`src/rtl/unidade_controle_exp4.sv`:
```
// Moore control unit sequencing a 16-position compare sweep.
// Optional ERRO_STOP_EN: end the sweep at the first mismatch.
module unidade_controle_exp4 (
    input  logic       clock,
    input  logic       reset,
    input  logic       iniciar,
    input  logic       jogada,
    input  logic       igual,
    input  logic       fim,
    output logic       zera,
    output logic       registra,
    output logic       conta,
    output logic       pronto,
    output logic       acertou,
    output logic [4:0] erros,
    output logic [3:0] db_estado
);

    typedef enum logic [3:0] {
        INICIAL  = 4'h0,
        PREPARA  = 4'h1,
        ESPERA   = 4'h2,
        REGISTRA = 4'h4,
        COMPARA  = 4'h5,
        PROXIMO  = 4'h6,
        FINAL    = 4'hF
    } estado_t;

    localparam logic [4:0] ERROS_MAX = 5'd16;

    estado_t    estado;
    estado_t    estado_d;
    logic       jogada_q;
    logic       jogada_ed;
    logic       erro_cmp;
    logic [4:0] erros_d;

    // Rising edge of the move strobe; a held level is one move.
    assign jogada_ed = jogada & ~jogada_q;

    // A mismatch is only meaningful while comparing.
    assign erro_cmp = (estado == COMPARA) & ~igual;

    // State register and edge-detector history.
    always_ff @(posedge clock or posedge reset) begin
        if (reset) begin
            estado   <= INICIAL;
            jogada_q <= 1'b0;
        end else begin
            estado   <= estado_d;
            jogada_q <= jogada;
        end
    end

    // Next-state logic; unknown codes fall back to INICIAL.
    always_comb begin
        estado_d = INICIAL;
        case (estado)
            INICIAL: begin
                estado_d = iniciar ? PREPARA : INICIAL;
            end
            PREPARA: begin
                estado_d = ESPERA;
            end
            ESPERA: begin
                estado_d = jogada_ed ? REGISTRA : ESPERA;
            end
            REGISTRA: begin
                estado_d = COMPARA;
            end
            COMPARA: begin
`ifdef ERRO_STOP_EN
                if (!igual || fim)
                    estado_d = FINAL;
                else
                    estado_d = PROXIMO;
`else
                estado_d = fim ? FINAL : PROXIMO;
`endif
            end
            PROXIMO: begin
                estado_d = ESPERA;
            end
            FINAL: begin
                estado_d = iniciar ? PREPARA : FINAL;
            end
            default: begin
                estado_d = INICIAL;
            end
        endcase
    end

    // Mismatch counter: cleared on prepare, saturating at 16.
    always_comb begin
        erros_d = erros;
        if (estado == PREPARA)
            erros_d = 5'd0;
        else if (erro_cmp && (erros != ERROS_MAX))
            erros_d = erros + 5'd1;
    end

    // Mismatch count register.
    always_ff @(posedge clock or posedge reset) begin
        if (reset)
            erros <= 5'd0;
        else
            erros <= erros_d;
    end

    // Moore outputs decoded purely from the registered state.
    always_comb begin
        zera      = (estado == PREPARA);
        registra  = (estado == REGISTRA);
        conta     = (estado == PROXIMO);
        pronto    = (estado == FINAL);
        acertou   = (estado == FINAL) & (erros == 5'd0);
        db_estado = estado;
    end

endmodule

```
`config.mk`:
```
export PLATFORM = sky130hd
export DESIGN_NAME = unidade_controle_exp4
export DESIGN_NICKNAME = d
export VERILOG_FILES = /design/src/rtl/unidade_controle_exp4.sv
export SDC_FILE = /design/constraint.sdc
export NUM_CORES = 1
export LEC_CHECK = 0
export BUFFER_PORTS_ARGS = -buffer_cell sky130_fd_sc_hd__buf_2
export CORE_MARGIN = 2
export CORE_UTILIZATION = 43
export CTS_CLUSTER_DIAMETER = 50
export DETAILED_ROUTE_END_ITERATION = 6
export PLACE_DENSITY = 0.76
export SYNTH_ARGS = -nofsm -noshare
export SYNTH_HDL_FRONTEND = slang
export SYNTH_SLANG_ARGS = --single-unit
```
`constraint.sdc`:
```
create_clock -name clock -period 1.4 [get_ports clock]
set_clock_uncertainty 0.15 [all_clocks]
set_input_delay 0.07 -clock clock [delete_from_list [all_inputs] [get_ports clock]]
set_output_delay 0.07 -clock clock [all_outputs]
set_load 0.02 [all_outputs]
```
# ---- Word level (Yosys, flattened, before mapping)
# Cells that the tools add are included.
dict set report totals {
  register_bits 10
}
dict set report op_classes {
  n_addsub 1
  n_eq_ne 7
  muxes 7
  bitwise_logic 5
  n_reduce_logical 5
}
# cell n
set op_table {}
lappend op_table {{4-bit one-hot mux with 6 select lines} 1}
lappend op_table {{4-bit by 3-bit equality test with 1-bit output, second input constant} 3}
lappend op_table {{5-bit two-way mux} 2}
lappend op_table {{4-bit two-way mux} 2}
lappend op_table {{5-bit by 1-bit adder with 5-bit output, second input constant} 1}
lappend op_table {{5-bit logical NOT} 1}
lappend op_table {{5-bit != test, second input constant} 1}
lappend op_table {{4-bit by 1-bit equality test with 1-bit output, second input constant} 1}
lappend op_table {{4-bit by 2-bit equality test with 1-bit output, second input constant} 1}
lappend op_table {{4-bit equality test, second input constant} 1}
lappend op_table {{4-bit logical NOT} 1}
lappend op_table {{1-bit AND} 3}
lappend op_table {{3-bit two-way mux} 1}
lappend op_table {{1-bit NOT} 2}
lappend op_table {{2-bit nonzero test} 1}
lappend op_table {{2-bit OR reduction} 1}
lappend op_table {{1-bit logical AND} 1}
lappend op_table {{1-bit two-way mux} 1}

# ---- Logic depth before layout (Yosys ltp)
# Gate-level depths: netlist of the first run.
dict set report depth {
  depth_word 5
  depth_mapped 5
  mapped_depth_nobuf 5
}

# ---- Least setup slack after synthesis of the first run
# Ideal clock, no wire load.
dict set report synth_timing {
  path_type {reg2reg}
  from {register estado[2], in the netlist db_estado[2]}
  to {register erros[1]}
  setup_ns 0.119
  t_arrival_ns 1.427
  setup_slack_ns -0.296
  stages_incl_launch_ff 6
  path_buffers 1
  cell_sequence {dfrtp_1 > buf_6 > or4b_4 > inv_2 > a311o_2 > nand2_1}
}
# item line
set synth_rtl {}
lappend synth_rtl {{start: declaration} 31} ;# estado_t estado;
lappend synth_rtl {{start signal: assignment} 50} ;# estado <= estado_d;
lappend synth_rtl {{4-bit by 1-bit equality test with 1-bit output (*)} n/a}
lappend synth_rtl {{named net zera} 10} ;# output logic zera,
lappend synth_rtl {{5-bit two-way mux or 2-bit nonzero test (tied branches)} n/a}
lappend synth_rtl {{end signal: assignment} 107} ;# erros <= erros_d;
lappend synth_rtl {{end: declaration} 15} ;# output logic [4:0] erros,
# Mark *: on every way through the listed nets, which the timed path passes. The rest lies on a longest branch.
# A chain may end at the register's enable or synchronous reset.

# ---- Worst setup path in the final report of the first run
dict set report layout_timing {
  from {register estado[2], in the netlist db_estado[2]}
  to {output port zera}
}
dict set report layout_via {
  elab_chain_cells 1
}
# item line
set layout_lines {}
lappend layout_lines {{4-bit by 1-bit equality test with 1-bit output} 112} ;# zera = (estado == PREPARA);
lappend layout_lines {{end: declaration} 10}
# No other way between the ends.

==> flow_summary.toml, run 1 <==
[global_routing]
grt_pass1_vias = 691
grt_pass1_wl_um = 3370
grt_remaining_overflow = 0
antenna_found_initial = 0
grt_max_degree = 18
grt_usage = 0.250

[logic_synthesis]
synthArstFlopShare = 1.00
synth_area_um2 = 651
synth.area.top_cells = "dfrtp_1 38%, mux2i_1 4.6%, nand2_1 4.6%"
yosys_most_used_dff = "dfrtp_1"
synthCells = 68
yosysTopAreaCell = "dfrtp_1"
netlist.area_leader.share = 0.385
ys_warn_count = 0
syn-num-nets = 76
synth_edf_count = 0
yosysSeqAreaShare = 0.385
syn_avg_cell_area_um2 = 9.57
yosys.cell_types.count = 34
ys_ff_latch = 10

[clock_network]
clkTransAtPathRegs_ps = 80
cts_htree_levels = 1
clock_latency_ps = 270
cts-buffers-inserted = 3
cts_tree = "done"
clk_path_buf_depth = 2
cts.sinks = 10
root_buffer = "clkbuf_4"

[place]
placed_cells = 108
routabilityCongestion = 0.781
io_buffers = 19
place_hpwl_um = 1190

[min_path]
min_to = "db_estado[3]$_DFF_PP0_"
holdPathStages = 3
hold_class = "input port to flip-flop"
worstHoldStart = "iniciar"

[timing]
hold_slack_ps = 50.0
slew_headroom = 0.735
setup_slack_ps = -275
slew_viol_final = 0
fin_crit_ps = 1670
fmax_mhz = 597
fin_crit_sh = 1.20
rsz0062_at_grt = "true"
worst_slew_pin_slew_ps = 398
setup_viol = 11
hold_viol = 0

[worst_setup_path]
start_kind = "flip-flop"
crit_arrival_ps = 1450
worstPathCellList = "or4b_4 -> inv_4 -> buf_6"
endpoint_kind = "output port"
r2r_end = "erros[1]$_DFFE_PP0P_"
cp.required_ps = 1180
crit_fanout = 2
crit_path_max_incr_delay_ps = 570
crit_slowest_cell = "or4b_4"
r2r_slack_ps = -260
reg2reg_depth = 6
path_class = "flip-flop to output port"
timing.rr.start = "db_estado[2]$_DFF_PP0_"

[floorplanning]
rows = 14
die_area_um2 = 1840
die_h_um = 42.9
pin_count = 20
initial_core_util = 0.448
core_area_um2 = 1450
die_w_um = 42.9

[layout]
syn2layout_area_growth_pct = 61.0
fin_cells = 125
mostFrequentLayoutCells = "15 x buf_2, 15 x buf_4, 8 x dfrtp_1, 8 x buf_6, 7 x nand2_1"
final_nets = 118
drive_gt1_frac = 0.587
antenna_cells = 0
final_util = 0.720

[routing]
wirelength_um = 2100
drtAntennaViolNets = 0
drt_iter0_drc = 32
drt-wirelength-per-cell_um = 16.8
drc = 0
avgViaCountPerCell = 5.70
drt_first_pass_iters = 4
vias = 712

[power_and_ir_drop]
p_leak_nw = 0.540
pwr_density_cell_nw_per_um2 = 1650
power.total_mw = 1.72
peakVddDrop_mv = 1.09

[outcome]
violations = "negative setup slack"
status = "finished, violations left"

[run]
cap_viol_max_count = 0
## final cells by class
cell class / count / area [µm²]
Clock buffer: 4 / 26.3
Fill cell: 96 / 407
Inverter: 8 / 32.5
Multi-Input combinational cell: 46 / 408
Sequential cell: 10 / 253
Tap cell: 16 / 20.0
Timing Repair Buffer: 41 / 308
## kinds of logic after synthesis
group,count (synthesis),share of synthesized area
buffers and inverters,12,0.0961
AO/OA/AOI/OAI,11,0.129
adder cells (fa/ha/maj),2,0.0385
AND/OR/NAND/NOR,30,0.306
multiplexers,3,0.0462
flip-flops,10,0.385
## registers in the layout, summed over array words and instances (netlist names)
signal / count
erros: 5
db_estado: 4
jogada_q: 1
## worst max-delay path by stage
| stage | depth (start not counted) | start | endpoint | slack [ps] |
|---|---|---|---|---|
| detailed placement | 5 | erros[1]$_DFFE_PP0P_ | erros[1]$_DFFE_PP0P_ | -140 |
| floorplan | 5 | db_estado[2]$_DFF_PP0_ | erros[1]$_DFFE_PP0P_ | -250 |
| global placement | 4 | db_estado[1]$_DFF_PP0_ | erros[1]$_DFFE_PP0P_ | -100 |
| global route | 3 | db_estado[2]$_DFF_PP0_ | zera | -290 |
| finish | 3 | db_estado[2]$_DFF_PP0_ | zera | -270 |
| CTS | 3 | db_estado[2]$_DFF_PP0_ | zera | -250 |
## worst max-delay path, delay by kind of cell (launching register included)
family / cells / cell delay, ps
buffers and inverters: 2 / 190
DFF: 1 / 410
and+or+nand+nor: 1 / 570
## cell usage after synthesis, drive strengths merged (2+ instances only)
| master | number |
|---|---|
| mux2i | 3 |
| nor3b | 2 |
| and3 | 2 |
| a21oi | 2 |
| inv | 8 |
| ha | 2 |
| dfrtp | 10 |
| buf | 3 |
| nand4 | 4 |
| nand2 | 8 |
| nor2 | 3 |
## power breakdown
group / internal, mW / switching, mW
registers: 0.352 / 0.0455
clock network: 0.110 / 0.114
logic: 0.516 / 0.587
total: 0.978 / 0.747
## per-layer routing
layer,up-vias,wire length (µm),GRT usage
met3,11,120,0.0553
met5,-,0,0
met2,38,1040,0.433
li1,329,-,-
met4,0,57,0.0938
met1,334,880,0.299
## metrics by stage
stage | worst slack, ps | cell area [µm²] | setup TNS [ps]
after CTS | -245 | 978 | -1660
after global placement | -95.1 | 822 | -236
final | -275 | 1050 | -2040
after global routing | -291 | 1050 | -2510
after detailed placement | -142 | 822 | -315
after floorplan | -249 | 672 | -916
## repair_timing
action | 4_1_cts | 5_1_grt
setup endpoints to repair | 10 | 13
pin swaps | 4 | 5
gates cloned | 0 | 0
buffers inserted | 8 | 3
hold endpoints to repair | 12 | 0
hold buffers | 3 | 0
resized for setup | 12 | 14
(Power assumes the default switching activity.)
==> run 2: changes to the inputs <==
--- a/config.mk
+++ b/config.mk
@@ -10,7 +10,7 @@
 export CORE_UTILIZATION = 43
 export CTS_CLUSTER_DIAMETER = 50
 export DETAILED_ROUTE_END_ITERATION = 6
-export PLACE_DENSITY = 0.76
+export PLACE_DENSITY = 0.74
 export SYNTH_ARGS = -nofsm -noshare
 export SYNTH_HDL_FRONTEND = slang
 export SYNTH_SLANG_ARGS = --single-unit
==> run 2 against run 1 <==
Effect of this change: the run still ends with negative setup slack left; via count is 0.56% lower; critical path depth did not move; die area unchanged; routed wire length is 8.6% lower; critical endpoint unchanged; cell area is 1.8% lower; highest routed layer unchanged; critical path type unchanged.
==> flow_summary.toml, run 2 (same netlist as run 1, synthesis figures left out) <==
[global_routing]
grt_max_degree = 18
antenna_found_initial = 0
grt_pass1_wl_um = 2990
grt_remaining_overflow = 0
grt_usage = 0.220
grt_pass1_vias = 680

[timing]
fmax_mhz = 599
setup_viol = 11
worst_slew_pin_slew_ps = 417
hold_viol = 0
fin_crit_sh = 1.19
slew_viol_final = 0
finalSetupTns_ps = -1610
slew_headroom = 0.722
rsz0062_at_grt = "true"
setup_slack_ps = -268
fin_crit_ps = 1670

[worst_setup_path]
r2r_slack_ps = -190
crit_fanout = 2
cp_num_buf_inv = 2
r2r_end = "erros[1]$_DFFE_PP0P_"
crit_arrival_ps = 1450
worstPathCellList = "or4b_4 -> inv_4 -> buf_6"
timing.rr.start = "db_estado[2]$_DFF_PP0_"
crit_end = "zera"
crit_slowest_cell = "or4b_4"
startpoint = "db_estado[2]$_DFF_PP0_"
start_kind = "flip-flop"
crit_family = "simple AND/OR/NAND/NOR gates"
path_class = "flip-flop to output port"
crit_path_max_incr_delay_ps = 580
cp.required_ps = 1180
endpoint_kind = "output port"
reg2reg_depth = 5
crit_cells = 3

[clock_network]
root_buffer = "clkbuf_4"
clock_latency_ps = 260
cts_tree = "done"
cts.sinks = 10
cts_htree_levels = 1
cts-buffers-inserted = 3
clkTransAtPathRegs_ps = 70
clk_path_buf_depth = 2

[routing]
vias = 708
wl_met2_um = 960
wl_met1_um = 828
avgViaCountPerCell = 5.76
drt-wirelength-per-cell_um = 15.6
dr_wl_met3_um = 94
drtAntennaViolNets = 0
drc = 0
drt_first_pass_iters = 4
drt_iter0_drc = 26
wirelength_um = 1910
top_layer = "met4"

[floorplanning]
die_w_um = 42.9
die_area_um2 = 1840
die_h_um = 42.9
initial_core_util = 0.448
pin_count = 20
core_area_um2 = 1450
rows = 14

[layout]
final_nets = 116
mostFrequentLayoutCells = "14 x buf_2, 14 x buf_4, 8 x dfrtp_1, 8 x buf_6"
final_area_um2 = 1030
syn2layout_area_growth_pct = 58.1
drive_gt1_frac = 0.542
largest_register_ffs = 5
regMostFlops = "erros"
final_util = 0.707
antenna_cells = 0

[min_path]
hold_class = "input port to flip-flop"

[place]
routabilityCongestion = 0.821
placed_area_um2 = 822
io_buffers = 19
place_hpwl_um = 1180

[outcome]
status = "finished, violations left"
violations = "negative setup slack"

[run]
cap_viol_max_count = 0

[power_and_ir_drop]
peakVddDrop_mv = 1.08
pwr_density_cell_nw_per_um2 = 1600
p_leak_nw = 0.528
## run 2: worst min path at each step
| stage | slack (ps) | end | depth (start not counted) | from |
|---|---|---|---|---|
| 2_1_floorplan | -240 | db_estado[0]$_DFF_PP0_ | 1 | reset |
| 3_3_place_gp | -90 | jogada_q$_DFF_PP0_ | 2 | reset |
| 3_5_place_dp | -70 | jogada_q$_DFF_PP0_ | 2 | reset |
| 4_1_cts | 5 | db_estado[3]$_DFF_PP0_ | 3 | iniciar |
| 5_1_grt | 60 | db_estado[3]$_DFF_PP0_ | 3 | iniciar |
| 6_report | 50 | db_estado[3]$_DFF_PP0_ | 3 | iniciar |
## run 2: timing repair
action                                  in CTS  in global routing
setup buffers                                8                  0
pin swaps                                    3                  2
hold buffers                                 3                  0
gates resized for setup                     13                 11
endpoints found under the hold margin       12                  0
endpoints found under the setup margin      10                 13
## run 2: power by group
part,internal [mW],switching (mW)
combinational,0.477,0.559
clock,0.110,0.106
sequential,0.352,0.0475
total,0.939,0.712
## run 2: tightest hold or removal path, cell delays in order
cell and delay (ps):
buf_2 130, o2bb2ai_1 60, and3_1 170
## run 2: per-layer routing
| metal | vias up | GRT usage |
|---|---|---|
| met5 | - | 0 |
| met4 | 0 | 0.113 |
| met3 | 4 | 0.0340 |
| met2 | 16 | 0.361 |
| met1 | 364 | 0.277 |
| li1 | 324 | - |
## run 2: cell type report
| cell class | instances | area, µm² |
|---|---|---|
| fillers | 98 | 425 |
| flip-flops and latches | 10 | 253 |
| repair buffers | 39 | 295 |
| multi-input cells | 46 | 402 |
| inverters | 8 | 32.5 |
| well taps | 16 | 20.0 |
| clock buffers | 4 | 26.3 |
## run 2: per-stage QoR
step	instances	hold WS [ps]	worst slack (ps)	power, mW
finish	123	52.7	-268	1.65
global route	123	64.0	-289	1.74
CTS	123	4.90	-257	1.56
detailed placement	108	-71.2	-118	1.16
global placement	108	-85.5	-94.8	1.14
floorplan	68	-240	-249	0.947
==> run 3: changes to the inputs <==
--- a/config.mk
+++ b/config.mk
@@ -10,6 +10,7 @@
 export CORE_UTILIZATION = 43
 export CTS_CLUSTER_DIAMETER = 50
 export DETAILED_ROUTE_END_ITERATION = 6
+export GPL_TIMING_DRIVEN = 0
 export PLACE_DENSITY = 0.74
 export SYNTH_ARGS = -nofsm -noshare
 export SYNTH_HDL_FRONTEND = slang
==> run 3 against run 2 <==
Effect of this change: routed wire length is 5.2% higher; cell area is 2.3% higher; global-route usage is 0.78 points lower; critical path type unchanged; sequential power hardly changed; final cell count is 1.6% higher; the run still ends with negative setup slack left; fmax is 0.69% higher.
==> flow_summary.toml, run 3 (same netlist as run 1, synthesis figures left out) <==
[worst_setup_path]
path_class = "flip-flop to output port"
cp.required_ps = 1180
crit_fanout = 2
start_kind = "flip-flop"
reg2reg_depth = 5
endpoint_kind = "output port"
crit_arrival_ps = 1440

[floorplanning]
core_area_um2 = 1450
die_w_um = 42.9
die_h_um = 42.9
initial_core_util = 0.448
pin_count = 20
die_area_um2 = 1840
rows = 14

[outcome]
violations = "negative setup slack"
status = "finished, violations left"

[clock_network]
clock_latency_ps = 280
root_buffer = "clkbuf_4"
clkTransAtPathRegs_ps = 70
cts_tree = "done"
cts-buffers-inserted = 3
clk_path_buf_depth = 2
cts_htree_levels = 1
cts.sinks = 10

[timing]
setup_slack_ps = -257
hold_viol = 0
fin_crit_sh = 1.18
rsz0062_at_grt = "true"
setup_viol = 10
fin_crit_ps = 1660
fmax_mhz = 604
slew_viol_final = 0
slew_headroom = 0.725
worst_slew_pin_slew_ps = 412
finalSetupTns_ps = -1360

[layout]
syn2layout_area_growth_pct = 61.7
largest_register_ffs = 5
mostFrequentLayoutCells = "15 x buf_4, 15 x buf_2, 8 x nand2_1, 8 x buf_6, 7 x dfrtp_1"
final_nets = 118
nFillCells = 96
regMostFlops = "erros"
multi_input_area_um2 = 402
seqCellArea_um2 = 254
final_area_um2 = 1050
fin_cells = 125
drive_gt1_frac = 0.606
antenna_cells = 0

[global_routing]
grt_pass1_vias = 669
grt_usage = 0.213
grt_remaining_overflow = 0
grt_pass1_wl_um = 2950
antenna_found_initial = 0
grt_max_degree = 11

[routing]
vias = 705
drc = 0
drtAntennaViolNets = 0
drt-wirelength-per-cell_um = 16.1
wirelength_um = 2010
avgViaCountPerCell = 5.64
drt_first_pass_iters = 4
drt_iter0_drc = 21

[min_path]
holdPathStages = 3
hold_class = "input port to flip-flop"

[power_and_ir_drop]
power_frac_clock = 0.160
swShare = 0.421
p_switching_mw = 0.727
p_seq_frac = 0.233
power.internal_mw = 1.00
pwr_density_cell_nw_per_um2 = 1640
peakVddDrop_mv = 1.00
combPwrFrac = 0.607
power.total_mw = 1.73
p_leak_nw = 0.539

[place]
placed_area_um2 = 787
place_ws_ps = -185
io_buffers = 19
routabilityCongestion = 0.813
place_hpwl_um = 1050
placed_cells = 103

[run]
cap_viol_max_count = 0
==> run 3: cell count changes in the layout (fill, tap and decap cells not counted), sizes merged <==
cell / previous run / this run
buf: 36 / 38
==> run 3: metal layers <==
layer | share of wire | track usage | vias to the layer above
met3 | 0.049 | 0.0255 | 7
met4 | 0.040 | 0.0938 | 0
met2 | 0.50 | 0.352 | 28
met5 | 0 | 0 | -
met1 | 0.41 | 0.274 | 343
li1 | - | - | 327
==> run 3: cell type report <==
type / count / area share
inverter: 8 / 0.0309
buffer: 2 / 0.0178
tap: 16 / 0.0190
timing repair buffer: 39 / 0.275
clock buffer: 4 / 0.0345
multi-input combinational: 46 / 0.382
sequential: 10 / 0.241
==> run 3: timing repair <==
item | CTS | global route
buffers inserted | 12 | 5
endpoints found under the hold margin | 12 | 0
hold buffers | 3 | 0
pin swaps | 4 | 5
gates resized for setup | 11 | 19
endpoints found under the setup margin | 10 | 14
==> run 3: worst max-delay path, cell delays in order, from the launching register on <==
cell     delay (ps)
dfrtp_2         410
or4b_4          560
inv_4            80
buf_6           110
==> run 3: worst paths after layout <==
kind	start	endpoint	slack [ps]
worst max register to register	db_estado[2]$_DFF_PP0_	erros[1]$_DFFE_PP0P_	-160
min in group asynchronous	reset	db_estado[0]$_DFF_PP0_	160
worst min register to register	jogada_q$_DFF_PP0_	db_estado[1]$_DFF_PP0_	410
worst max-delay path	db_estado[2]$_DFF_PP0_	zera	-260
max in group asynchronous	reset	db_estado[1]$_DFF_PP0_	620
worst min-delay path	iniciar	db_estado[3]$_DFF_PP0_	50
==> run 3: stage by stage <==
stage | util | hold slack (ps)
detailed placement | 0.541 | -76.6
global route | 0.724 | 61.9
floorplan | - | -240
global placement | 0.541 | -78.6
CTS | 0.665 | 8.59
finish | 0.724 | 46.1
==> run 3: power groups by stage <==
| stage | logic, mW | registers (mW) | clock network [mW] |
|---|---|---|---|
| CTS | 0.877 | 0.392 | 0.277 |
| detailed placement | 0.716 | 0.410 | 0 |
| finish | 1.05 | 0.403 | 0.276 |
| global route | 1.11 | 0.413 | 0.291 |
| global placement | 0.707 | 0.408 | 0 |
| floorplan | 0.470 | 0.477 | 0 |
